`src/rtl/instruction_fetch_pkg.sv`:
```
// Shared definitions for the instruction fetch stage: status encodings,
// default start address and the status classification helper.
package instruction_fetch_pkg;

  typedef enum logic [1:0] {
    ST_IDLE  = 2'd0,
    ST_FETCH = 2'd1,
    ST_STALL = 2'd2
  } fetch_state_e;

  localparam int DEFAULT_RESET_PC = 0;

  // Status is derived from the datapath, never the other way round.
  function automatic fetch_state_e classify_state(input logic pend_valid,
                                                  input logic instr_valid,
                                                  input logic stall);
    fetch_state_e st;
    if (stall) begin
      st = ST_STALL;
    end else if (!pend_valid && !instr_valid) begin
      st = ST_IDLE;
    end else begin
      st = ST_FETCH;
    end
    return st;
  endfunction

endpackage

```
`src/rtl/instruction_fetch_pc_register.sv`:
```
// Fetch program counter: async reset to the start address, branch load,
// hold, and modulo-2^AddressWidth increment.
module instruction_fetch_pc_register #(
  parameter int AddressWidth = 4,
  parameter int ResetPC      = 0,
  parameter int PCStep       = 1
) (
  input  logic                    clk,
  input  logic                    rst,
  input  logic                    load,
  input  logic                    inc,
  input  logic [AddressWidth-1:0] load_value,
  output logic [AddressWidth-1:0] pc
);

  localparam logic [AddressWidth-1:0] RESET_VALUE = AddressWidth'(ResetPC);
  localparam logic [AddressWidth-1:0] STEP_VALUE  = AddressWidth'(PCStep);

  logic [AddressWidth-1:0] pc_r;

  // PC update; the add wraps silently at the top of the address space
  always_ff @(posedge clk or posedge rst) begin
    if (rst) begin
      pc_r <= RESET_VALUE;
    end else if (load) begin
      pc_r <= load_value;
    end else if (inc) begin
      pc_r <= pc_r + STEP_VALUE;
    end else begin
      pc_r <= pc_r;
    end
  end

  assign pc = pc_r;

endmodule

```
`src/rtl/instruction_fetch.sv`:
```
// Instruction fetch stage in front of a one-cycle-latency word memory:
// issues addresses, captures read data and hands it to decode via valid/ready.
module instruction_fetch
  import instruction_fetch_pkg::*;
#(
  parameter int WordSize     = 32,
  parameter int AddressWidth = 4,
  parameter int ResetPC      = DEFAULT_RESET_PC,
  parameter int PCStep       = 1
) (
  input  logic                    Clock,
  input  logic                    Reset,
  input  logic                    Enable,
  output logic [AddressWidth-1:0] MemAddress,
  output logic                    MemStatus,
  input  logic [WordSize-1:0]     MemQ,
  input  logic                    BranchTaken,
  input  logic [AddressWidth-1:0] BranchTarget,
  input  logic                    OutReady,
  output logic [WordSize-1:0]     Instruction,
  output logic [AddressWidth-1:0] InstrPC,
  output logic                    InstrValid,
  output fetch_state_e            FetchState
);

  logic [AddressWidth-1:0] fetch_pc_s;
  logic [AddressWidth-1:0] pend_pc_r,     pend_pc_s;
  logic                    pend_valid_r,  pend_valid_s;
  logic [WordSize-1:0]     instruction_r, instruction_s;
  logic [AddressWidth-1:0] instr_pc_r,    instr_pc_s;
  logic                    instr_valid_r, instr_valid_s;
  fetch_state_e            state_r,       state_s;
  logic                    stall_s;
  logic                    pc_inc_s;

  assign stall_s  = pend_valid_r & instr_valid_r & ~OutReady & ~BranchTaken;
  assign pc_inc_s = Enable & ~BranchTaken & ~stall_s;

  // Replaying the pending address keeps MemQ valid for the held word
  assign MemAddress = stall_s ? pend_pc_r : fetch_pc_s;
  assign MemStatus  = 1'b0;

  instruction_fetch_pc_register #(
    .AddressWidth (AddressWidth),
    .ResetPC      (ResetPC),
    .PCStep       (PCStep)
  ) u_pc (
    .clk        (Clock),
    .rst        (Reset),
    .load       (BranchTaken),
    .inc        (pc_inc_s),
    .load_value (BranchTarget),
    .pc         (fetch_pc_s)
  );

  // Next-state for pending slot, output register and status
  always_comb begin
    pend_pc_s     = pend_pc_r;
    pend_valid_s  = pend_valid_r;
    instruction_s = instruction_r;
    instr_pc_s    = instr_pc_r;
    instr_valid_s = instr_valid_r;
    if (BranchTaken) begin
      pend_valid_s  = 1'b0;
      instr_valid_s = 1'b0;
    end else if (stall_s) begin
      pend_valid_s  = pend_valid_r;
    end else begin
      if (pend_valid_r) begin
        instruction_s = MemQ;
        instr_pc_s    = pend_pc_r;
        instr_valid_s = 1'b1;
      end else if (OutReady) begin
        instr_valid_s = 1'b0;
      end else begin
        instr_valid_s = instr_valid_r;
      end
      if (Enable) begin
        pend_pc_s    = fetch_pc_s;
        pend_valid_s = 1'b1;
      end else begin
        pend_valid_s = 1'b0;
      end
    end
    state_s = classify_state(pend_valid_s, instr_valid_s, stall_s);
  end

  // Pipeline registers; status reflects the decision taken at the last edge
  always_ff @(posedge Clock or posedge Reset) begin
    if (Reset) begin
      pend_pc_r     <= '0;
      pend_valid_r  <= 1'b0;
      instruction_r <= '0;
      instr_pc_r    <= '0;
      instr_valid_r <= 1'b0;
      state_r       <= ST_IDLE;
    end else begin
      pend_pc_r     <= pend_pc_s;
      pend_valid_r  <= pend_valid_s;
      instruction_r <= instruction_s;
      instr_pc_r    <= instr_pc_s;
      instr_valid_r <= instr_valid_s;
      state_r       <= state_s;
    end
  end

  assign Instruction = instruction_r;
  assign InstrPC     = instr_pc_r;
  assign InstrValid  = instr_valid_r;
  assign FetchState  = state_r;

endmodule
```
`config.mk`:
```
export PLATFORM = sky130hd
export DESIGN_NAME = instruction_fetch
export DESIGN_NICKNAME = d
export VERILOG_FILES = /design/src/rtl/instruction_fetch_pkg.sv /design/src/rtl/instruction_fetch_pc_register.sv /design/src/rtl/instruction_fetch.sv
export SDC_FILE = /design/constraint.sdc
export NUM_CORES = 1
export LEC_CHECK = 0
export BUFFER_PORTS_ARGS = -buffer_cell sky130_fd_sc_hd__buf_2
export CORE_ASPECT_RATIO = 1.1
export CORE_MARGIN = 2
export CORE_UTILIZATION = 50
export CTS_CLUSTER_DIAMETER = 40
export DETAILED_ROUTE_END_ITERATION = 10
export GPL_ROUTABILITY_DRIVEN = 0
export PLACE_DENSITY = 0.84
export SLEW_MARGIN = 25
export SYNTH_ARGS = -nofsm -noshare
export SYNTH_HDL_FRONTEND = slang
export SYNTH_SLANG_ARGS = --single-unit
```
`constraint.sdc`:
```
create_clock -name Clock -period 4.4 [get_ports Clock]
set_input_delay 0.44 -clock Clock [delete_from_list [all_inputs] [get_ports Clock]]
set_output_delay 0.44 -clock Clock [all_outputs]
set_load 0.005 [all_outputs]
```
Word level (Yosys, flattened, before mapping)
Cells that the tools add are included.
{"block": "totals", "regBits": 48, "inputBits": 41, "out_inout_bits": 44}
{"block": "classes", "n_bitwise": 8, "n_reduce_logical": 6, "n_mux": 12, "n_addsub": 1}
{"operator": "$mux 4", "count": 3}
{"operator": "$mux 1", "count": 8}
{"operator": "$reduce_and 3->1", "count": 2}
{"operator": "$and 1x1->1", "count": 5}
{"operator": "$add 4x1->4 const B", "count": 1}
{"operator": "$not 1->1", "count": 3}
{"operator": "$logic_not 1->1", "count": 2}
{"operator": "$mux 2", "count": 1}
{"operator": "$reduce_bool 2->1", "count": 1}
{"operator": "$logic_and 1x1->1", "count": 1}

Depth between registers and ports, before layout
{"block": "logic_depth", "depth_word": 9, "mapped_depth": 6, "ltp_nobuf": 4}

Cells and area by module
Synthesis repeated with hierarchy kept, for this count alone.
{"block": "unflattened", "cells_unflattened": 127, "area_unflattened_um2": 2082.0}
{"module": "instruction_fetch", "area_each_um2": 1881.8, "seq_area_each_um2": 1101.1, "instances": 1, "cells_per_inst": 108}
{"module": "instruction_fetch_pc_register", "area_each_um2": 200.2, "seq_area_each_um2": 100.1, "instances": 1, "cells_per_inst": 19}

Worst setup path before layout
OpenSTA, ideal clock, no wires.
{"block": "synth_path", "path_type": "input to output", "startpoint": "input port OutReady", "endpoint": "output port MemAddress[2]", "t_arrival_ns": 1.096, "stages": 6, "required_ns": 3.960, "path_slack_ns": 2.864, "cell_sequence": "nand4bb_1 buf_4 inv_2 buf_2 nand2_1 o21ai_0"}
{"block": "synth_between", "elab_chain_len": 4}
{"item": "from (decl)", "line": "instruction_fetch.sv:19", "rtl": "input logic OutReady,"}
{"item": "$not 1->1", "line": "instruction_fetch.sv:36", "rtl": "assign stall_s = pend_valid_r & instr_valid_r & ~OutReady & ~BranchTaken;"}
{"item": "$and 1x1->1 (2 in a row)", "line": "instruction_fetch.sv:36"}
{"item": "net stall_s", "line": "instruction_fetch.sv:33", "rtl": "logic stall_s;"}
{"item": "$mux 4", "line": "instruction_fetch.sv:40", "rtl": "assign MemAddress = stall_s ? pend_pc_r : fetch_pc_s;"}
{"item": "to (decl)", "line": "instruction_fetch.sv:14", "rtl": "output logic [AddressWidth-1:0] MemAddress,"}
The timed path passes the listed nets, and every way through them passes these cells.

Worst setup path in the final report
{"block": "layout_path", "startpoint": "input port BranchTaken", "endpoint": "output port MemAddress[2]"}
{"block": "layout_between", "elab_chain_len": 3}
{"item": "from (decl)", "line": "instruction_fetch.sv:17", "rtl": "input logic BranchTaken,"}
{"item": "$not 1->1 (no source line)"}
{"item": "$and 1x1->1", "line": "instruction_fetch.sv:36"}
{"item": "$mux 4", "line": "instruction_fetch.sv:40"}
Every way passes these cells.

==> impl_metrics.ini <==
[routing]
firstDrtPassIters = 4
drtIter0Drc = 92
num_vias = 1359
postRouteAntennaNets = 0
drc = 0
wirelength_um = 3531
post_drt_wl_per_cell_um = 12.84
vias_per_cell = 4.942

[power]
irDropWorstVdd_uv = 200.2
p_sw_w = 0.0002611
p_per_area_nw_per_um2 = 428.8
p_seq_share_pct = 54.2
leakage_nw = 1.236
switching_share_pct = 24.59
comb_power_share_pct = 21.9
p_clk_share_pct = 23.9
intPower_w = 0.0008007

[sta]
layout_min_cycle_time_ns = 1.970
holdWs_ns = 0.2700
tightest_slew_ns = 0.7765
timing.fmax_ghz = 0.5076
hold_violations = 0
rsz0062_at_grt = no
setup_violations = 0
drv_slew = 0
maxSlewHeadroom_pct = 48.17
fin_skew_ns = 0.001447
setup_tns_ns = 0
finalCritPeriodShare_pct = 44.77
setup_ws_ns = 2.430

[place]
io_buffer_count = 83
dp_cells = 267
post-place-ws_ns = 2.423
dp_hpwl_um = 2725

[floorplanning]
dieHeight_um = 69.43
num_rows = 23
start_util_pct = 52.82
coreArea_sq_um = 3684
num_io_pins = 85
fp.dieW_um = 63.48
fp.dieArea_sq_um = 4407

[clock_network]
cts_tree = yes
cts_buffers = 5
clk_pin_slew_ns = 0.08
cts_setup_buffers = 0
hold_buffers = 0
clockBufferDepth = 2
cts_sinks = 48
ctsResizeCount = 0
htreeDepth = 2
cts_root_buf = clkbuf_8
clock_latency_ns = 0.28

[worst_setup_path]
cp.arrival_ns = 1.53
crit_required_ns = 3.96
cp_top_family = buffers and inverters
cp-end-kind = output port
critPathKind = input port to output port
startpoint_type = input port
critPathMostFrequentCell = buf_2
critical_path_buf_inv_count = 3
cp_max_fo = 15
crit_slowest_cell = nand4bb_1
slowest_delay_ns = 0.37
cp_cell_sequence = buf_2 -> nand4bb_1 -> inv_2 -> nand2_1 -> o21ai_0 -> buf_2

[layout]
nets = 266
final_core_util_pct = 67.22
instances_no_fill = 275
diodes = 0
post_route_cells_drive_above_1_share_pct = 59.11
area_growth_syn_to_layout_pct = 27.27

[global_route]
grt_max_degree = 49
grt_pass1_wl_um = 5961
grt_pass1_vias = 1327
antenna_found_initial = 0
overflow = 0
grt.total_usage_pct = 17.14

[hold_path]
hold_path.class = input port to async pin

[logic_synthesis]
syn_inst = 141
synth.distinct_cells = 26
ys.flop_type = dfrtp_1
synth.largest_area_cell = dfrtp_1
synth-async-reset-ratio_pct = 100.0
synthesis.nets = 183
synth_most_common_cell = dfrtp_1
synth_common_cells = dfrtp_1, mux2_2, nand2_1
synth_area_leaders = dfrtp_1, mux2_2, nand2_1, buf_4, nor2b_1
synth_edf_count = 0
ys_seq_area_share_pct = 61.74
netlist_area_sq_um = 1946
synth_seq_cells = 48
syn_area_per_cell_sq_um = 13.80
synth_top_area_share_pct = 61.74
yosysWarningCount = 0

[run]
drv_cap = 0

[status]
outcome = finished, final reports clean
worst paths after layout:
check	from	to	slack (ns)	cells past startpoint
worst max-delay path	BranchTaken	MemAddress[2]	2.43	6
worst min-delay path	Reset	Instruction[12]	0.27	2
worst max register to register	InstrValid	Instruction[1]	2.75	4
worst min register to register	InstrPC[3]	InstrPC[3]	0.50	1
max in group asynchronous	Reset	Instruction[5]	3.66	2
min in group Clock	BranchTarget[0]	u_pc.pc[0]	0.37	3
cells by family (layout without fill, tap and decap cells):
| kind of cell | count (synthesis) | count (layout) | share of synthesized area (%) |
|---|---|---|---|
| adder cells (fa/ha/maj) | 1 | 1 | 0.6430 |
| AND/OR/NAND/NOR | 29 | 29 | 7.718 |
| AO/OA/AOI/OAI | 10 | 10 | 3.152 |
| buffers and inverters | 12 | 96 | 3.408 |
| flip-flops | 48 | 48 | 61.74 |
| multiplexers | 40 | 40 | 23.15 |
| other | 1 | 1 | 0.1927 |
layout by cell type (no fill, tap or decap), drive strengths merged, types with 2 or more instances in the layout:
master   n
nor2     2
or4      2
dfrtp   48
inv      3
o21ai    4
clkbuf   8
a21oi    2
mux2    40
buf     84
nand2   13
nand3    2
nor2b    4
cell type report:
class                   count  area (sq um)
well taps                  50         62.56
inverters                   4         16.27
multi-input cells          81         683.2
fillers                   308          1207
repair buffers             84         422.9
clock buffers               8         90.09
flip-flops and latches     48          1201
worst register-to-register path: cells and delay by family (launching register included):
family	cells	cell delay (ns)
flops	1	0.39
buf+inv	1	0.41
simple gates	2	0.32
mux	1	0.41
metal layers:
metal | wire (um) | share of wire, % | GRT usage (%) | vias to the layer above
met4 | 44 | 1.2 | 7.005 | 0
met3 | 242 | 6.9 | 3.409 | 6
li1 | - | - | - | 654
met1 | 1396 | 40 | 20.18 | 648
met2 | 1847 | 52 | 30.29 | 51
met5 | 0 | 0 | 0 | -
sequential cells by signal, summed over array words and instances (netlist names):
name          count
pend_valid_r      1
pend_pc_r         4
InstrPC           4
u_pc.pc           4
Instruction      32
InstrValid        1
FetchState        2
metrics by stage:
stage / area (sq um) / total power, W
2_1_floorplan: 1946 / 0.0007010
3_3_place_gp: 2385 / 0.0008133
3_5_place_dp: 2385 / 0.0008255
4_1_cts: 2475 / 0.001078
5_1_grt: 2476 / 0.001132
6_report: 2476 / 0.001062
power groups by stage:
stage / registers, W / logic (W) / clock network (W)
floorplan: 0.000591 / 0.000110 / 0
global placement: 0.000582 / 0.000231 / 0
detailed placement: 0.000587 / 0.000238 / 0
CTS: 0.000578 / 0.000239 / 0.000262
global route: 0.000591 / 0.000257 / 0.000283
finish: 0.000576 / 0.000232 / 0.000254
Note: power is estimated with default switching activity, not from simulation.
